===== src/rtl/common_pkg.sv =====
// Shared types and sizing constants for the front-end pipeline.
package common;

    typedef struct packed {
        logic [63:0] pc;
        logic [31:0] instr;
    } fetch_entry_t;

    localparam int FETCHQ_DEPTH = 4;

endpackage


===== src/rtl/fetch_queue.sv =====
// Fetch-to-decode instruction queue: captures {pc, instr} pairs from fetch and
// presents them in program order to decode; a flush drops every held entry.
module fetch_queue
    import common::*;
#(
    parameter  int DEPTH = FETCHQ_DEPTH,
    localparam int AW    = $clog2(DEPTH)
) (
    input  logic          clk,
    input  logic          rst,
    input  logic          in_valid,
    input  logic [63:0]   in_pc,
    input  logic [31:0]   in_instr,
    output logic          in_ready,
    input  logic          flush,
    output logic          out_valid,
    output logic [63:0]   out_pc,
    output logic [31:0]   out_instr,
    input  logic          out_ready,
    output logic [AW:0]   count
);

    localparam logic [AW:0] FULL_COUNT = (AW + 1)'(DEPTH);

    fetch_entry_t r_mem [DEPTH];
    logic [AW-1:0] r_rd_ptr;
    logic [AW-1:0] r_wr_ptr;
    logic [AW:0]   r_count;

    logic w_in_ready;
    logic w_out_valid;
    logic w_push;
    logic w_pop;

    // Handshake flags come only from registered count, so no in_* or
    // out_ready input reaches them combinationally.
    assign w_in_ready  = (r_count != FULL_COUNT);
    assign w_out_valid = (r_count != '0);
    assign w_push      = in_valid & w_in_ready & ~flush;
    assign w_pop       = w_out_valid & out_ready & ~flush;

    always_ff @(posedge clk or negedge rst) begin
        if (!rst) begin
            r_rd_ptr <= '0;
            r_wr_ptr <= '0;
            r_count  <= '0;
            for (int i = 0; i < DEPTH; i++) begin
                r_mem[i] <= '0;
            end
        end else if (flush) begin
            // Storage is left as-is; resetting the pointers is enough to drop it.
            r_rd_ptr <= '0;
            r_wr_ptr <= '0;
            r_count  <= '0;
        end else begin
            if (w_push) begin
                r_mem[r_wr_ptr] <= '{pc: in_pc, instr: in_instr};
                r_wr_ptr        <= r_wr_ptr + AW'(1);
            end
            if (w_pop) begin
                r_rd_ptr <= r_rd_ptr + AW'(1);
            end
            case ({w_push, w_pop})
                2'b10:   r_count <= r_count + (AW + 1)'(1);
                2'b01:   r_count <= r_count - (AW + 1)'(1);
                default: r_count <= r_count;
            endcase
        end
    end

    assign in_ready  = w_in_ready;
    assign out_valid = w_out_valid;
    assign out_pc    = r_mem[r_rd_ptr].pc;
    assign out_instr = r_mem[r_rd_ptr].instr;
    assign count     = r_count;

endmodule


===== config.mk =====
export PLATFORM = sky130hd
export DESIGN_NAME = fetch_queue
export DESIGN_NICKNAME = d
export VERILOG_FILES = /design/src/rtl/common_pkg.sv /design/src/rtl/fetch_queue.sv
export SDC_FILE = /design/constraint.sdc
export NUM_CORES = 1
export LEC_CHECK = 0
export ABC_CLOCK_PERIOD_IN_PS = 5900
export BUFFER_PORTS_ARGS = -buffer_cell sky130_fd_sc_hd__buf_2
export CAP_MARGIN = 20
export CORE_MARGIN = 2
export CORE_UTILIZATION = 30
export CTS_CLUSTER_DIAMETER = 50
export DETAILED_ROUTE_END_ITERATION = 8
export GPL_TIMING_DRIVEN = 0
export PLACE_DENSITY = 0.51
export SLEW_MARGIN = 20
export SYNTH_ARGS = -nofsm -noshare
export SYNTH_HDL_FRONTEND = slang
export SYNTH_SLANG_ARGS = --single-unit

===== constraint.sdc =====
create_clock -name clk -period 5.9 [get_ports clk]
set_input_delay 0.59 -clock clk [delete_from_list [all_inputs] [get_ports clk]]
set_output_delay 0.59 -clock clk [all_outputs]
set_load 0.01 [all_outputs]

# --- Word-level counts from Yosys, hierarchy flattened ---
# Cells that the tools add are included.
totals:
  regBits: 391
  in_bits: 101
  out_inout_bits: 101
  elab_cells: 46
classes:
  n_addsub: 4
  order_cmp: 3
  eq_ne: 3
  muxes: 12
  bitwise_logic: 7
  n_reduce_logical: 6
ops:
  columns: ["operator", "n"]
  rows:
  - ["bitwise mux 384 bit", 1]
  - ["two-way mux 96 bit", 3]
  - ["binary-select mux 96 bit (select 2 bit)", 1]
  - ["demux 96 bit (select 2 bit)", 1]
  - ["two-way mux 2 bit", 4]
  - ["greater-or-equal comparator 3 bit, second input constant", 2]
  - ["inverter 2 -> 3 bit", 2]
  - ["one-hot mux 3 bit (2 select lines)", 1]
  - ["nonzero test 3 bit", 2]
  - ["adder 2 x 1 -> 2 bit, second input constant", 2]
  - ["AND 1 bit", 4]
  - ["nonzero test 2 bit", 2]
  - ["adder 3 x 1 -> 3 bit, second input constant", 1]
  - ["< comparator 3 x 1 -> 1 bit, second input constant", 1]
  - ["two-way mux 3 bit", 1]
  - ["inequality test 3 bit, second input constant", 1]
  - ["subtractor 3 x 1 -> 3 bit, second input constant", 1]
  - ["== test 2 x 1 -> 1 bit, second input constant", 1]
  - ["== test 2 bit, second input constant", 1]
  - ["AND reduction 2 bit", 1]
  - ["logical AND 1 bit", 1]
  - ["inverter 1 bit", 1]

# --- Longest topological paths before layout ---
# Gate-level depths: netlist (run 1).
depth:
  word_depth: 6
  depth_mapped: 8
  mapped_depth_nobuf: 6

# --- Worst setup path before layout (run 1) ---
# OpenSTA, ideal clock, no wires.
synth_path:
  path_kind: "input -> register"
  start: "input port in_valid"
  end: "register r_count[2], in the netlist count[2]"
  setup_ns: 0.082
  arrival_ns: 2.131
  required_ns: 5.818
  slack_ns: 3.687
  cell_stages: 6
  n_path_buf: 1
  path_cell_list: "buf_1 o21a_1 nor3_1 fa_1 or4_1 a31oi_1"
synth_via:
  elab_chain_len: 5
  elab_cells_between_ends: 7
  classes_between: "eq/ne (2); mux (2); bitwise (2); reduce/logical (1)"
synth_lines:
  columns: ["element", "line_no", "source"]
  rows:
  - ["from (decl)", "fetch_queue.sv:11", "input logic in_valid,"]
  - ["AND 1 bit * (2 in series)", "fetch_queue.sv:39", "assign w_push = in_valid & w_in_ready & ~flush;"]
  - ["== test 2 x 1 -> 1 bit or == test 2 bit (tied branches)", "fetch_queue.sv:63", "case ({w_push, w_pop})"]
  - ["one-hot mux 3 bit (2 select lines)", "fetch_queue.sv:63", null]
  - ["two-way mux 3 bit", "fetch_queue.sv:50", "end else if (flush) begin"]
  - ["to (signal assigned)", "fetch_queue.sv:64", "2'b10: r_count <= r_count + (AW + 1)'(1);"]
  - ["to (signal assigned)", "fetch_queue.sv:65", "2'b01: r_count <= r_count - (AW + 1)'(1);"]
  - ["to (signal assigned)", "fetch_queue.sv:66", "default: r_count <= r_count;"]
  - ["to (decl)", "fetch_queue.sv:28", "logic [AW:0] r_count;"]
# Every way passes the cells marked *; elsewhere a longest branch is shown, timed or not.
# A chain may end at the register's enable or synchronous reset.

# --- Worst setup path in the final report (run 1) ---
layout_path:
  start: "register r_rd_ptr[1]"
  end: "output port out_pc[25]"
layout_via:
  elab_chain_len: 4
layout_lines:
  columns: ["element", "line_no", "source"]
  rows:
  - ["from (decl)", "fetch_queue.sv:26", "logic [AW-1:0] r_rd_ptr;"]
  - ["from (signal assigned)", "fetch_queue.sv:61", "r_rd_ptr <= r_rd_ptr + AW'(1);"]
  - ["inverter 2 -> 3 bit (not written as such)", "fetch_queue.sv:73", "assign out_pc = r_mem[r_rd_ptr].pc;"]
  - ["binary-select mux 96 bit (select 2 bit)", "fetch_queue.sv:73", null]
  - ["two-way mux 96 bit (2 in series)", null, null]
  - ["to (decl)", "fetch_queue.sv:17", "output logic [63:0] out_pc,"]
# Every way passes these cells. The select of a mux whose other input is x is not followed.

==> results of run 1 <==
-- metal layers --
metal	global-route usage	up-vias
met2	0.230	189
met5	0	-
met4	0.0433	18
met3	0.0440	74
li1	-	4265
met1	0.188	5132
-- Yosys cell counts (2+ instances only) --
cell	number	area [um2]
nor2_1	5	18.8
buf_4	12	90.1
dfrtp_1	391	9780
xor2_1	2	17.5
nand2b_1	3	18.8
or3_1	2	12.5
clkbuf_1	12	45.0
mux4_2	96	2160
a31oi_1	2	12.5
buf_2	37	185
nand3_1	7	35.0
a21oi_1	2	10.0
nor2b_1	2	12.5
a211oi_1	2	15.0
buf_1	2	7.51
mux2_2	344	3870
inv_1	3	11.3
o21ai_0	3	15.0
ha_1	4	50.1
mux2_4	40	601
buf_6	6	67.6
-- cell type report --
type / count / area [um2]
fill: 5314 / 35300
clock inverter: 26 / 372
multi-input combinational: 529 / 6990
clock buffer: 74 / 1500
timing repair buffer: 206 / 1160
tap: 756 / 946
inverter: 4 / 15.0
buffer: 69 / 395
sequential: 391 / 9780
-- cell families (layout without fill, tap and decap cells) --
group / count (synthesis) / count (layout)
multiplexers: 480 / 480
flip-flops: 391 / 391
buffers and inverters: 73 / 379
AND/OR/NAND/NOR: 26 / 26
AO/OA/AOI/OAI: 15 / 15
adder cells (fa/ha/maj): 5 / 5
XOR/XNOR: 3 / 3
-- how the worst max path moves through the flow --
stage / from / end / slack (ns) / cells after the start
floorplan: in_valid / count[2] / 3.69 / 6
detailed placement: r_rd_ptr[1] / out_pc[25] / 2.41 / 5
global route: r_rd_ptr[1] / out_pc[25] / 1.73 / 5
CTS: r_rd_ptr[1] / out_pc[25] / 1.74 / 5
finish: r_rd_ptr[1] / out_pc[25] / 2.00 / 5
global placement: rst / r_mem[156] / -3.67 / 1
-- critical path, stage by stage, from the launching register on --
cell and delay (ns):
dfrtp_1 0.32, clkbuf_1 0.38, clkbuf_1 0.73, buf_1 0.68, mux4_2 0.44, buf_2 0.16
-- registers in the layout, summed over array words and instances (netlist names) --
name      flops
count         3
r_wr_ptr      2
r_mem       384
r_rd_ptr      2
-- timing repair --
item	CTS	global route
buffers inserted	0	0
hold endpoints to repair	13	0
hold buffers	1	0
-- through the flow --
step	utilization	instances	TNS [ns]
4_1_cts	0.374	2055	0
3_3_place_gp	0.339	1949	-1413.89
6_report	0.374	2055	0
5_1_grt	0.374	2055	0
3_5_place_dp	0.341	1954	0
2_1_floorplan	-	993	0
-- power by group --
group | leakage, uW | total, uW | switching [uW] | internal [uW]
registers | 0.00492 | 3780 | 350 | 3430
clock network | 0.000901 | 3350 | 1250 | 2100
logic | 0.00365 | 1940 | 748 | 1190
total | 0.00947 | 9070 | 2350 | 6710
==> impl_summary.txt, run 1 <==
----------------------------------------------------
[Outcome]
  Outcome ... finished clean

[Routing]
  Router iterations before antenna repair ... 4
  Vias per inst ... 4.71
  Count of antenna-violating nets left after detailed routing ... 0
  Number of remaining DRC errors ... 0
  Iteration-0 DRC Markers ... roughly 360
  Detailed Route WL ... about 42000 um
  Wire length per cell after detailed routing ... around 20 um
  DRT met1 WL ... between 15000 and 20000 um
  Met2 wire len ... 19600 um
  Routed length on met3 ... 2660 um
  Vias post-DR ... 9678
  Top Layer Used ... met5

[Worst setup path]
  FF-to-FF End ... r_mem[59]
  Number of cells on the worst reg-to-reg path ... 7
  Kind of end point of the critical path ... output port
  Critical Path AT ... 3.31 ns
  Worst r2r src ... count[1]
  Category of the worst setup path launch point ... flop
  Critical path start-end classification ... flop to output port
  Maximum net fanout on the critical path ... 10
  Flop2flop setup slack ... 3.44 ns
  Data required time of the worst path ... approximately 5.3 ns

[GRT]
  Total global routing overflow ... 0
  Antenna violations before repair ... 9
  Vias in the first global route ... 10.7k
  Total routing usage reported by global routing ... 0.144
  Maximum number of pins on one net before global-route repair ... 93
  Global-route wire length before repair ... 65500 um

[Synthesis]
  Part of the Yosys area used for sequential elements ... 0.569
  Post-synth net total ... 1099
  Fraction of the mapped netlist area in simple logic gates ... 0.00888
  Per-instance average area after synthesis ... 17.3 um2
  Share of synthesized registers carrying an async set or reset ... 1.00
  Leading register cell type out of synthesis ... dfrtp_1
  Cell count after synthesis ... about 1000
  Main combinational cell family by area after synthesis ... multiplexers
  Adder-Cell Fraction of Synth Area ... 0.00408
  Number of distinct library cells after synthesis ... 37
  Cell Area, Synth ... approximately 17000 um2
  Mux cell area share after synthesis ... 0.386
  Register bit total from synthesis ... slightly below 400
  Number of enable-type register cells in the synthesized netlist ... 0
  Yosys warnings ... 0
  Post-synthesis compound-gate area fraction ... 0.00590
  Post-Synth XOR/XNOR Area ... 0.00153

[Power and ir drop]
  Post-layout total power ... 9070 uW
  Leakage ... 0.00947 uW
  Worst vdd ir ... 215 uV
  Pwr per Cell Area ... 429 nW/um2

[Floorplan]
  Die area ... 59200 um2
  Core region area ... 56500 um2
  Effective utilization at floorplan ... 0.304
  # IOs ... 202
  Site Rows ... 87
  Die extent in x ... 243 um
  Chip height ... roughly 240 um

[Clock tree]
  Insertion delay of the later-clocked pin in the worst-skew pair ... 0.60 ns
  H-tree lvl count ... 2
  Post-cts repair resize count ... 0
  Max clock buf depth ... 3
  CTS tree ... yes
  Clock buffers created by TritonCTS ... 54
  Sink Count ... 391
  Clock transition at the registers of the reported paths ... ~0.060 ns
  Clock root buffer ... clkbuf_16

[Timing]
  Fin worst setup slack ... 2.00 ns
  Minimum clock period after layout ... roughly 3.9 ns
  Relative slew margins ... 0.399
  Post-route worst hold slack ... about 0.26 ns
  Unrepaired setup endpoints after global routing ... false
  Worst Max-Slew Pin Slew ... 0.901 ns
  Highest achievable clock rate ... 257 MHz
  Max-slew violation count ... 0
  Fin. Hold Viols ... 0
  Crit share post-route ... 0.660
  Count of endpoints failing setup in the final report ... 0
  Clock skew after layout ... 0.0203 ns

[Layout]
  Most common cell after layout, fill and taps aside ... dfrtp_1
  Top library cells by usage in the layout, fill and taps aside ... 391 x dfrtp_1, 344 x mux2_2, 236 x buf_2, 96 x mux4_2, 54 x clkbuf_16
  Area added between synthesis and finish ... 23.1%
  NumNets Final ... 1361
  Final Cell Area ... 21200 um2
  Antenna Cells ... 0
  Layout cells sized above 1 ... 0.638

[Placed design]
  Final weighted congestion in routability-driven placement ... 0.718
  Worst setup slack after placement ... 2.41 ns
  Placement Cell Area ... 19300 um2
  Post-DP HPWL ... 28200 um
  Buffers added on ports ... 200

[Min path]
  Hold WC Path Type ... input pin to flop
  Hold Path Stages ... 2
  Min-Delay Startpoint ... in_pc[47]
  Destination of the worst hold path ... r_mem[175]

[Flow run]
  Number of max-cap violations ... 0

----------------------------------------------------
No activity file was read; power rests on OpenSTA's default activity.
==> run 2: changes to the inputs <==
--- a/config.mk
+++ b/config.mk
@@ -5,7 +5,7 @@
 export SDC_FILE = /design/constraint.sdc
 export NUM_CORES = 1
 export LEC_CHECK = 0
-export ABC_CLOCK_PERIOD_IN_PS = 5900
+export ABC_CLOCK_PERIOD_IN_PS = 3750
 export BUFFER_PORTS_ARGS = -buffer_cell sky130_fd_sc_hd__buf_2
 export CAP_MARGIN = 20
 export CORE_MARGIN = 2
==> constraint.sdc (replaced) <==
create_clock -name clk -period 3.75 [get_ports clk]
set_input_delay 0.375 -clock clk [delete_from_list [all_inputs] [get_ports clk]]
set_output_delay 0.375 -clock clk [all_outputs]
set_load 0.01 [all_outputs]
==> run 2 against run 1 <==
Effect of this change: via count increased by 0.27%; clock power increased by 57%; core utilization increased by 0.055 points; global-route usage about the same; clock skew about the same; hold slack got worse by 0.21 ns; cell area increased by 0.15%; count of clock-buffer cells in the layout unchanged; combinational power increased by 57%; die area unchanged; critical path depth unchanged; critical path type unchanged; critical endpoint unchanged; highest routed layer unchanged.
==> impl_summary.txt, run 2 (synthesis results as in run 1) <==
----------------------------------------------------
[Power and ir drop]
  Gate power share ... 0.214
  Leakage ... approximately 0.0095 uW
  Worst vdd ir ... 339 uV
  NetSw ... 3700 uW
  Pwr per Cell Area ... 674 nW/um2
  Portion of total power attributed to sequential cells ... 0.417
  Sw Share ... 0.260
  Cell internal power dissipation ... 10600 uW
  Part of the power in the clock network ... 0.369

[Clock tree]
  Clock root buffer ... clkbuf_16
  Max clock buf depth ... 3
  Clock buffers created by TritonCTS ... 54
  CTS tree ... yes
  Sink Count ... slightly below 400
  Insertion delay of the later-clocked pin in the worst-skew pair ... 0.60 ns
  Clock transition at the registers of the reported paths ... 0.06 ns
  H-tree lvl count ... 2
  Post-CTS setup buffer count ... 0

[GRT]
  Vias in the first global route ... approximately 11k
  Global-route wire length before repair ... 65600 um
  Maximum number of pins on one net before global-route repair ... between 90 and 100
  Total global routing overflow ... 0
  Total routing usage reported by global routing ... 0.144
  Antenna violations before repair ... 9

[Worst setup path]
  Crit path from ... r_rd_ptr[1]
  Buf/Inv on CP ... 4
  Worst r2r src ... count[1]
  Maximum net fanout on the critical path ... 10
  Data required time of the worst path ... 3.38 ns
  Critical path start-end classification ... flop to output port
  Number of cells on the worst reg-to-reg path ... 7
  Worst path max stage delay ... 0.65 ns
  Critical path depth in cells ... 5
  Category of the worst setup path launch point ... flop
  Cell family with most CP delay ... buffers and inverters
  Kind of end point of the critical path ... output port
  Crit-path cells ... clkbuf_1 -> clkbuf_2 -> buf_1 -> mux4_2 -> buf_2
  Master of the slowest instance on the critical path ... buf_1
  Critical Path AT ... 3.01 ns

[Timing]
  Fin. Hold Viols ... 0
  Worst Max-Slew Pin Slew ... 0.844 ns
  Minimum clock period after layout ... 3.39 ns
  Unrepaired setup endpoints after global routing ... false
  Relative slew margins ... 0.438
  Crit share post-route ... 0.904
  Max-slew violation count ... 0
  Post-route worst hold slack ... 0.0515 ns
  Count of endpoints failing setup in the final report ... 0
  Clock skew after layout ... 0.0203 ns
  Highest achievable clock rate ... 295 MHz

[Layout]
  Area added between synthesis and finish ... 23.3%
  NumNets Final ... 1364
  Max reg flops ... 384
  Top library cells by usage in the layout, fill and taps aside ... 391 x dfrtp_1, 344 x mux2_2, 236 x buf_2, 96 x mux4_2, 54 x clkbuf_16
  Utilization after layout ... 0.375
  Register with the most flip-flops ... r_mem
  Antenna Cells ... 0
  Layout cells sized above 1 ... 0.637
  Number of fill cells ... 5312
  Most common cell after layout, fill and taps aside ... dfrtp_1

[Placed design]
  Post-DP HPWL ... 28200 um
  Buffers added on ports ... 200
  Final weighted congestion in routability-driven placement ... 0.718

[Floorplan]
  Effective utilization at floorplan ... 0.304
  # IOs ... 202
  Die area ... ~59000 um2
  Die extent in x ... 243 um
  Chip height ... approximately 240 um
  Site Rows ... 87
  Core region area ... between 50000 and 60000 um2

[Routing]
  Router iterations before antenna repair ... 4
  Vias per inst ... 4.72
  Vias post-DR ... around 9.7k
  Iteration-0 DRC Markers ... 370
  Count of antenna-violating nets left after detailed routing ... 0
  Detailed Route WL ... 41700 um
  Wire length per cell after detailed routing ... 20.3 um
  Number of remaining DRC errors ... 0

[Min path]
  Min-Delay Startpoint ... in_pc[39]
  Hold WC Path Type ... input pin to flop
  Hold Path Stages ... 2

[Outcome]
  Outcome ... finished clean

[Flow run]
  Number of max-cap violations ... 0

----------------------------------------------------
[run 2: cell count changes in the layout (fill, tap and decap cells not counted)]
cell           before  now
dlygate4sd3_1       1    4
clkbuf_1           25   24
clkbuf_2            0    1
[run 2: final cells by class]
class / instances / area (um2) / area share
Buffer: 69 / 397 / 0.0187
Tap cell: 756 / 946 / 0.0446
Inverter: 4 / 15.0 / 0.000709
Clock inverter: 26 / 372 / 0.0175
Sequential cell: 391 / 9780 / 0.462
Timing Repair Buffer: 209 / 1190 / 0.0561
Multi-Input combinational cell: 529 / 6990 / 0.330
Clock buffer: 74 / 1500 / 0.0706
[run 2: power by group through the flow]
stage / clock, uW / sequential [uW] / combinational, uW
finish: 5270 / 5940 / 3050
global route: 5660 / 6090 / 3330
CTS: 5460 / 5950 / 3140
detailed placement: 0 / 6010 / 3130
global placement: 0 / 5970 / 3040
floorplan: 0 / 5810 / 2220
[run 2: what timing repair did]
action | 4_1_cts | 5_1_grt
endpoints found under the setup margin | 10 | 0
hold buffers | 4 | 0
hold endpoints to repair | 180 | 0
gates resized for setup | 1 | 0
[run 2: worst reg2reg max path, delay by kind of cell, from the launching register on]
family,cells,cell delay (ns)
and+or+nand+nor,2,0.59
muxes,1,0.36
DFF,1,0.43
buffers and inverters,4,0.97
[run 2: path summary, 6_finish.rpt]
| path | endpoint | slack, ns |
|---|---|---|
| setup / recovery | out_pc[25] | 0.36 |
| hold / removal | r_mem[167] | 0.05 |
| setup reg to reg | r_mem[59] | 1.29 |
| hold reg to reg | r_mem[45] | 0.50 |
| max in group asynchronous | r_mem[155] | 2.37 |
| min in group asynchronous | r_mem[142] | 0.20 |
[run 2: per-layer routing]
metal  vias up  wire length, um  share of wire  global-route usage
met5         -              103         0.0025                   0
met4        18              832          0.020              0.0433
met3        74             2670          0.064              0.0440
met2       191            19700           0.47               0.230
met1      5156            18500           0.44               0.188
li1       4265                -              -                   -
[run 2: per-stage QoR]
| step | std cells | total power [uW] | instance area (um2) | setup TNS [ns] | setup slack, ns |
|---|---|---|---|---|---|
| 2_1_floorplan | 993 | 8030 | 17200 | 0 | 1.56 |
| 5_1_grt | 2058 | 15100 | 21200 | 0 | 0.117 |
| 3_3_place_gp | 1949 | 9000 | 19100 | -2170.47 | -5.60 |
| 3_5_place_dp | 1954 | 9140 | 19300 | 0 | 0.478 |
| 4_1_cts | 2058 | 14500 | 21200 | 0 | 0.114 |
| 6_report | 2058 | 14300 | 21200 | 0 | 0.362 |
